## config.mk

```make
export PLATFORM = sky130hd
export DESIGN_NAME = cdb_arbiter
export DESIGN_NICKNAME = d
export VERILOG_FILES = /design/src/rtl/uarch_pkg.sv /design/src/rtl/wb_skid_fifo.sv /design/src/rtl/cdb_arbiter.sv
export SDC_FILE = /design/constraint.sdc
export NUM_CORES = 1
export LEC_CHECK = 0
export ABC_AREA = 1
export CAP_MARGIN = 0
export CELL_PAD_IN_SITES_DETAIL_PLACEMENT = 0
export CELL_PAD_IN_SITES_GLOBAL_PLACEMENT = 1
export CORE_UTILIZATION = 30
export CTS_BUF_LIST = sky130_fd_sc_hd__clkbuf_16
export DETAILED_ROUTE_END_ITERATION = 7
export DONT_BUFFER_PORTS = 1
export MAX_ROUTING_LAYER = met4
export PLACE_DENSITY = 0.54
export SLEW_MARGIN = 20
export SYNTH_ARGS = -nofsm -noshare
export SYNTH_HDL_FRONTEND = slang
export SYNTH_SLANG_ARGS = --single-unit
```

## constraint.sdc

```tcl
create_clock -name clk -period 25.3 [get_ports clk]
set_input_delay 5.06 -clock clk [delete_from_list [all_inputs] [get_ports clk]]
set_output_delay 5.06 -clock clk [all_outputs]
set_load 0.005 [all_outputs]
```

## src/rtl/uarch_pkg.sv

```systemverilog
// Shared microarchitecture types and sizes for the execute/writeback slice.
// Holds the writeback packet format, the pipeline width and the writeback source indices.
package uarch_pkg;

  localparam int PIPE_WIDTH = 2;
  localparam int TAG_WIDTH  = 6;
  localparam int DATA_WIDTH = 32;

  localparam int NUM_WB_SRC = 5;
  localparam int WB_ALU0    = 0;
  localparam int WB_ALU1    = 1;
  localparam int WB_DMEM    = 2;
  localparam int WB_AGU     = 3;
  localparam int WB_MDU     = 4;

  typedef struct packed {
    logic                  is_valid;
    logic [TAG_WIDTH-1:0]  dest_tag;
    logic [DATA_WIDTH-1:0] data;
  } writeback_packet_t;

  // Distance of a tag from the ROB head; wraps modulo 2^TAG_WIDTH, smaller is older.
  function automatic logic [TAG_WIDTH-1:0] tag_age(input logic [TAG_WIDTH-1:0] tag,
                                                   input logic [TAG_WIDTH-1:0] head);
    return tag - head;
  endfunction

endpackage

```

## src/rtl/wb_skid_fifo.sv

```systemverilog
// Per-source skid FIFO for writeback packets: circular storage, wrapping pointers, count.
// Ready depends only on the registered count, so a full FIFO stays not-ready even while popping.
module wb_skid_fifo
  import uarch_pkg::*;
#(
  parameter int DEPTH = 2
) (
  input  logic              clk,
  input  logic              rst,
  input  logic              flush,
  input  logic              i_push,
  input  writeback_packet_t i_pkt,
  input  logic              i_pop,
  output writeback_packet_t o_head,
  output logic              o_valid,
  output logic              o_rdy
);

  localparam int PTR_W = $clog2(DEPTH);

  writeback_packet_t  r_mem [DEPTH];
  logic [PTR_W-1:0]   r_head;
  logic [PTR_W-1:0]   r_tail;
  logic [PTR_W:0]     r_count;
  logic               w_push;
  logic               w_pop;

  assign o_rdy   = (r_count != (PTR_W + 1)'(DEPTH));
  assign o_valid = (r_count != '0);
  assign w_push  = i_push && o_rdy;
  assign w_pop   = i_pop && o_valid;
  assign o_head  = r_mem[r_head];

  always_ff @(posedge clk) begin
    if (rst || flush) begin
      r_head  <= '0;
      r_tail  <= '0;
      r_count <= '0;
    end else begin
      if (w_push) r_tail <= r_tail + 1'b1;
      if (w_pop)  r_head <= r_head + 1'b1;
      case ({w_push, w_pop})
        2'b10:   r_count <= r_count + 1'b1;
        2'b01:   r_count <= r_count - 1'b1;
        default: r_count <= r_count;
      endcase
    end
  end

  // NOTE: storage is left unreset on purpose; validity lives entirely in the count.
  always_ff @(posedge clk) begin
    if (w_push) r_mem[r_tail] <= i_pkt;
  end

endmodule

```

## src/rtl/cdb_arbiter.sv

```systemverilog
// Writeback arbiter: buffers results from every source and broadcasts the PIPE_WIDTH
// oldest FIFO heads (relative to the ROB head) onto the common data bus each cycle.
module cdb_arbiter
  import uarch_pkg::*;
#(
  parameter int NUM_WB_SRC = uarch_pkg::NUM_WB_SRC,
  parameter int SRC_DEPTH  = 2
) (
  input  logic                                 clk,
  input  logic                                 rst,
  input  logic                                 flush,
  input  writeback_packet_t [NUM_WB_SRC-1:0]   src_pkts,
  output logic              [NUM_WB_SRC-1:0]   src_rdys,
  output writeback_packet_t [PIPE_WIDTH-1:0]   cdb_ports,
  input  logic              [TAG_WIDTH-1:0]    rob_head
);

  writeback_packet_t    w_heads      [NUM_WB_SRC];
  logic [TAG_WIDTH-1:0] w_age        [NUM_WB_SRC];
  logic [NUM_WB_SRC-1:0] w_head_valid;
  logic [NUM_WB_SRC-1:0] w_taken;

  for (genvar g = 0; g < NUM_WB_SRC; g++) begin : g_src
    wb_skid_fifo #(
      .DEPTH (SRC_DEPTH)
    ) u_fifo (
      .clk     (clk),
      .rst     (rst),
      .flush   (flush),
      .i_push  (src_pkts[g].is_valid),
      .i_pkt   (src_pkts[g]),
      .i_pop   (w_taken[g]),
      .o_head  (w_heads[g]),
      .o_valid (w_head_valid[g]),
      .o_rdy   (src_rdys[g])
    );

    assign w_age[g] = tag_age(w_heads[g].dest_tag, rob_head);
  end

  // Repeated min-search: each slot takes the oldest head not claimed by an earlier slot.
  // The strict '<' over ascending indices resolves equal ages toward the lower source.
  always_comb begin
    logic                 w_found;
    int                   w_best;
    logic [TAG_WIDTH-1:0] w_best_age;
    // NOTE: every comb output is defaulted first so no path through the loops infers a latch.
    w_taken   = '0;
    cdb_ports = '0;
    for (int k = 0; k < PIPE_WIDTH; k++) begin
      w_found    = 1'b0;
      w_best     = 0;
      w_best_age = '0;
      for (int i = 0; i < NUM_WB_SRC; i++) begin
        if (w_head_valid[i] && !w_taken[i] && (!w_found || (w_age[i] < w_best_age))) begin
          w_found    = 1'b1;
          w_best     = i;
          w_best_age = w_age[i];
        end
      end
      if (w_found) begin
        cdb_ports[k]    = w_heads[w_best];
        w_taken[w_best] = 1'b1;
      end
    end
  end

endmodule

```

==> results of run 1 <==
synthesized netlist by cell type (14+ instances only):
| cell | count |
|---|---|
| a31oi_1 | 15 |
| inv_1 | 217 |
| nor2_1 | 97 |
| clkbuf_1 | 62 |
| or2_2 | 30 |
| a21oi_1 | 110 |
| dfxtp_1 | 25 |
| mux2_2 | 88 |
| ha_1 | 70 |
| nand3_1 | 186 |
| mux2i_1 | 59 |
| a211oi_1 | 32 |
| xor2_1 | 19 |
| buf_2 | 18 |
| edfxtp_1 | 390 |
| o21ai_1 | 14 |
| nand2_1 | 354 |
| o21ai_0 | 148 |
state kept, by name, indices dropped and copies added (netlist names), named ones only:
| name | flops |
|---|---|
| g_src.u_fifo.r_mem | 390 |
| g_src.u_fifo.r_count | 10 |
| g_src.u_fifo.r_head | 5 |
| g_src.u_fifo.r_tail | 5 |
per-layer routing:
metal	global-route usage (%)	up-vias
li1	-	7078
met1	21.1	7281
met5	-	-
met2	38.0	398
met4	6.51	0
met3	5.81	97
layout make-up:
cell class / count / area [um^2] / share of cell area (%)
diodes: 2 / 5.00 / 0.0208
clock buffers: 50 / 1250 / 5.21
clock inverters: 42 / 450 / 1.88
inverters: 227 / 858 / 3.57
multi-input cells: 1294 / 7820 / 32.6
flip-flops and latches: 415 / 12200 / 50.9
well taps: 940 / 1180 / 4.90
repair buffers: 30 / 236 / 0.985
how the worst max path moves through the flow:
stage / endpoint / cells after the start
global placement: cdb_ports[55] / 83
detailed placement: cdb_ports[55] / 83
global route: cdb_ports[46] / 83
CTS: cdb_ports[55] / 83
floorplan: cdb_ports[58] / 90
finish: cdb_ports[39] / 83
what timing repair did:
action | CTS | global route
resized for setup | 0 | 9
setup endpoints to repair | 0 | 39
hold buffers | 0 | 0
cell families after synthesis:
logic type,count (synthesis),share of synthesized area [%]
AND/OR/NAND/NOR,709,14.5
flip-flops,415,57.3
buffers and inverters,336,6.58
XOR/XNOR,20,0.822
AO/OA/AOI/OAI,343,8.78
adder cells (fa/ha/maj),75,4.58
multiplexers,147,7.42
through the flow:
| step | setup slack (ns) | instances | utilization [%] | hold WS (ns) |
|---|---|---|---|---|
| global placement | 1.27 | 2906 | 31.8 | 0.433 |
| floorplan | 3.95 | 2045 | - | 0.431 |
| CTS | 0.938 | 2998 | 34.2 | 0.456 |
| global route | 0.00799 | 3000 | 34.2 | 0.481 |
| finish | 1.42 | 3000 | 34.2 | 0.462 |
| detailed placement | 1.02 | 2906 | 31.8 | 0.447 |
==> flow_summary_export.csv, run 1 <==
group,metric,value,unit
place,gp_congestion,0.971,
timing,rsz0062_at_grt,"no",
setup_path,worstSetupStartpoint,"rob_head[1]",
layout,drive_gt1_share,13.0,%
clock_network,cts_root_buf,"clkbuf_16",
timing,tightest_slew,0.846,ns
setup_path,crit_path_max_incr_delay,0.41,ns
die,die_w,269,um
route,topRoutingLayerUsed,"met4",
timing,finalSetupTns,0,ns
worst_hold_path,worstHoldStart,"g_src[4].u_fifo.r_head",
die,core-area,70100,um^2
route,drt_pass1_iterations,5,
logic_synthesis,async_reset_ff_share,0,%
die,initial_core_util,30.4,%
logic_synthesis,ys_top_cells_by_area,"edfxtp_1 (55%), nand2_1 (6.2%), mux2_2 (4.6%)",
layout,nets,2297,
global_route,gr-usage-all-layers,20.7,%
route,totalWireLength,73600,um
setup_path,critPathRequiredTime,20.24,ns
setup_path,cp-start-kind,"input pin",
place,io_buffers,0,
logic_synthesis,mappedNetlistNets,2324,
timing,timing.final.crit_share,94.4,%
global_route,grt_antenna_before_repair,1,
die,io_pins,287,
timing,final.min_clock_period,23.88,ns
timing,hold_viol,0,
route,ant_nets,0,
clock_network,insertion_delay,0.62,ns
logic_synthesis,synth_cells,2045,
die,fp.dieH,269,um
setup_path,critPathSlowestCell,"ha_1",
layout,most-common-layout-cells,"edfxtp_1 (390), nand2_1 (353), inv_1 (224)",
logic_synthesis,avgSynthCellArea,10.4,um^2
clock_network,clkTransAtPathRegs,0.06,ns
worst_hold_path,min_path_type,"reg2reg",
clock_network,cts_inserted_buffers,50,
setup_path,crit_family,"simple AND/OR/NAND/NOR gates",
logic_synthesis,synth_cell_types,40,
setup_path,path_class,"in2out",
setup_path,crit_top_cell,"nand2_1",
setup_path,cp_num_buf_inv,3,
timing,setup_violations,0,
route,vias_per_cell,4.95,
logic_synthesis,synth_area,21300,um^2
setup_path,cp_max_fo,48,
logic_synthesis,yosysWarnings,0,
setup_path,r2r-end,"g_src[3].u_fifo.r_count[1]",
run_status,status,"finished clean",
logic_synthesis,synth_edf_count,390,
layout,design_area,24000,um^2
route,vias,14854,
timing,slew-limit-headroom,43.5,%
place,placed_area,22300,um^2
logic_synthesis,synth_top_cell_by_area,"edfxtp_1",
layout,n_fill_cell,7125,
global_route,grt_pass1_wl,102000,um
place,place_hpwl,55200,um
logic_synthesis,synth_flop_cell,"edfxtp_1",
route,drt_iter0_drc,1001,
timing,drv_slew,0,
global_route,grt_pass1_vias,14614,
clock_network,cts_buffer_depth,3,
setup_path,rrSetupSlack,10.26,ns
timing,fin_worst_skew,0.0349,ns
route,drcViolationCount,0,
run,drv_cap,0,
clock_network,cts_tree,"built",
clock_network,cts_max_level,2,
worst_hold_path,hold_depth,1,
logic_synthesis,ys_seq_area_share,57.3,%
global_route,grt_max_degree,79,
logic_synthesis,synth.top_cell.area_share,54.9,%
layout,syn2layout_area_growth,12.6,%
logic_synthesis,ys_seq_elements,415,
setup_path,endpoint_kind,"output port",
global_route,grt.overflow.total,0,
clock_network,clock-sinks,415,
route,wl_per_cell,24.5,um
setup_path,reg2regPathDepth,87,
timing,fmax,41.9,MHz
layout,layout_commonest_cell,"edfxtp_1",
route,wl_met1,26200,um
die,rows,97,
setup_path,worstPathArrival,18.82,ns
route,route.met3.wl,5380,um
clock_network,post_cts_buffers,0,
route,wl_met2,39800,um
die,floorplan.die_area,72100,um^2
Power of run 1 is left out: the tool's default activity adds up to more than one toggle a clock period on the data nets, which glitch-free logic cannot reach.
==> run 2: changes to the inputs <==
--- a/config.mk
+++ b/config.mk
@@ -9,12 +9,12 @@
 export CAP_MARGIN = 0
 export CELL_PAD_IN_SITES_DETAIL_PLACEMENT = 0
 export CELL_PAD_IN_SITES_GLOBAL_PLACEMENT = 1
-export CORE_UTILIZATION = 30
+export CORE_UTILIZATION = 50
 export CTS_BUF_LIST = sky130_fd_sc_hd__clkbuf_16
 export DETAILED_ROUTE_END_ITERATION = 7
 export DONT_BUFFER_PORTS = 1
 export MAX_ROUTING_LAYER = met4
-export PLACE_DENSITY = 0.54
+export PLACE_DENSITY = 0.82
 export SLEW_MARGIN = 20
 export SYNTH_ARGS = -nofsm -noshare
 export SYNTH_HDL_FRONTEND = slang
==> flow_summary_export.csv, run 2 (same netlist as run 1, synthesis figures left out) <==
group,metric,value,unit
clock_network,cts_buffer_depth,3,
route,totalWireLength,65000,um
timing,fmax,41.8,MHz
die,initial_core_util,50.7,%
timing,fin_worst_skew,0.0157,ns
place,place_hpwl,48800,um
die,io_pins,287,
die,die_w,208,um
timing,hold_viol,0,
timing,finalSetupTns,0,ns
layout,nets,2287,
setup_path,critPathSlowestCell,"inv_2",
global_route,grt_max_degree,79,
timing,tightest_slew,1.15,ns
layout,largest_reg_flops,390,
timing,fin_hold_ws,0.456,ns
setup_path,cp-start-kind,"input pin",
clock_network,clkTransAtPathRegs,0.06,ns
clock_network,hold_buffers,0,
timing,drv_slew,0,
layout,drive_gt1_share,12.8,%
setup_path,endpoint_kind,"output port",
setup_path,crit_path_max_incr_delay,0.55,ns
run,drv_cap,0,
timing,final.min_clock_period,23.90,ns
layout,most-common-layout-cells,"edfxtp_1 (390), nand2_1 (353), inv_1 (220)",
route,drt_pass1_iterations,7,
die,rows,75,
clock_network,insertion_delay,0.58,ns
setup_path,worstPathArrival,18.84,ns
timing,rsz0062_at_grt,"no",
clock_network,cts_inserted_buffers,43,
setup_path,rrSetupSlack,9.66,ns
global_route,grt.overflow.total,0,
die,floorplan.die_area,43500,um^2
layout,syn2layout_area_growth,9.65,%
layout,n_fill_cell,3587,
route,vias_per_cell,5.81,
layout,top_register,"g_src.u_fifo.r_mem",
place,gp_congestion,0.958,
timing,timing.final.crit_share,94.5,%
clock_network,cts_root_buf,"clkbuf_16",
global_route,grt_pass1_vias,14742,
die,fp.dieH,208,um
clock_network,cts_max_level,2,
timing,slew-limit-headroom,23.1,%
global_route,gr-usage-all-layers,30.8,%
global_route,grt_pass1_wl,93800,um
run_status,status,"finished clean",
die,core-area,42000,um^2
route,drcViolationCount,0,
setup_path,critPathRequiredTime,20.24,ns
layout,layout_commonest_cell,"edfxtp_1",
worst_hold_path,min_path_type,"reg2reg",
route,ant_nets,0,
global_route,grt_antenna_before_repair,4,
route,wl_per_cell,25.1,um
place,io_buffers,0,
setup_path,crit_top_cell,"nand2_1",
timing,setup_violations,0,
route,drt_iter0_drc,1019,
clock_network,clock-sinks,415,
clock_network,cts_tree,"built",
setup_path,path_class,"in2out",
setup_path,cp_max_fo,43,
route,vias,15023,
layout,top_regs,"g_src.u_fifo.r_mem (390), g_src.u_fifo.r_count (10)",
[run 2: cell count changes in the layout (fill, tap and decap cells not counted), moves of 4 or more]
cell       previous run  this run
buf_4                27        20
clkbuf_16            50        45
buf_12                0         4
clkinv_1             13         9
inv_1               224       220
[run 2: stage by stage]
step / setup WS (ns) / cells / util [%] / area, um^2
2_1_floorplan: 3.95 / 2045 / - / 21300
6_report: 1.40 / 2584 / 55.6 / 23400
3_5_place_dp: 1.25 / 2501 / 51.9 / 21800
5_1_grt: 0.0303 / 2584 / 55.6 / 23400
4_1_cts: 1.24 / 2580 / 55.5 / 23300
3_3_place_gp: 1.51 / 2497 / 51.7 / 21700
[run 2: layout make-up]
class	instances	area, um^2	area share [%]
flip-flops and latches	415	12200	52.3
multi-input cells	1294	7820	33.4
clock buffers	45	1130	4.82
inverters	227	856	3.66
well taps	539	674	2.88
clock inverters	34	379	1.62
repair buffers	27	297	1.27
diodes	3	7.51	0.0321
[run 2: path summary, 6_finish.rpt]
| check | cells past startpoint | endpoint | start |
|---|---|---|---|
| worst max-delay path | 83 | cdb_ports[70] | rob_head[2] |
| worst max register to register | 87 | g_src[0].u_fifo.r_count[1] | register |
| worst min-delay path | 1 | register | g_src[4].u_fifo.r_head |
| worst min register to register | 1 | register | g_src[4].u_fifo.r_head |
[run 2: repair_timing]
action	CTS	global route
resized for setup	0	5
setup buffers	0	0
setup endpoints to repair	0	39
[run 2: per-layer routing]
metal | up-vias | GRT usage, % | wire length [um]
li1 | 7048 | - | -
met1 | 7258 | 32.2 | 22900
met2 | 576 | 53.3 | 33500
met3 | 141 | 8.23 | 5250
met4 | 0 | 16.0 | 3430
met5 | - | - | 0
[run 2: worst max-delay path: cells and delay by family]
kind,cells,cell delay (ns)
buffers and inverters,4,1.17
XOR/XNOR,1,0.30
AND/OR/NAND/NOR,43,4.65
adder cells (fa/ha/maj),9,2.78
AO/OA/AOI/OAI,26,4.77
Power of run 2 is left out for the same reason.
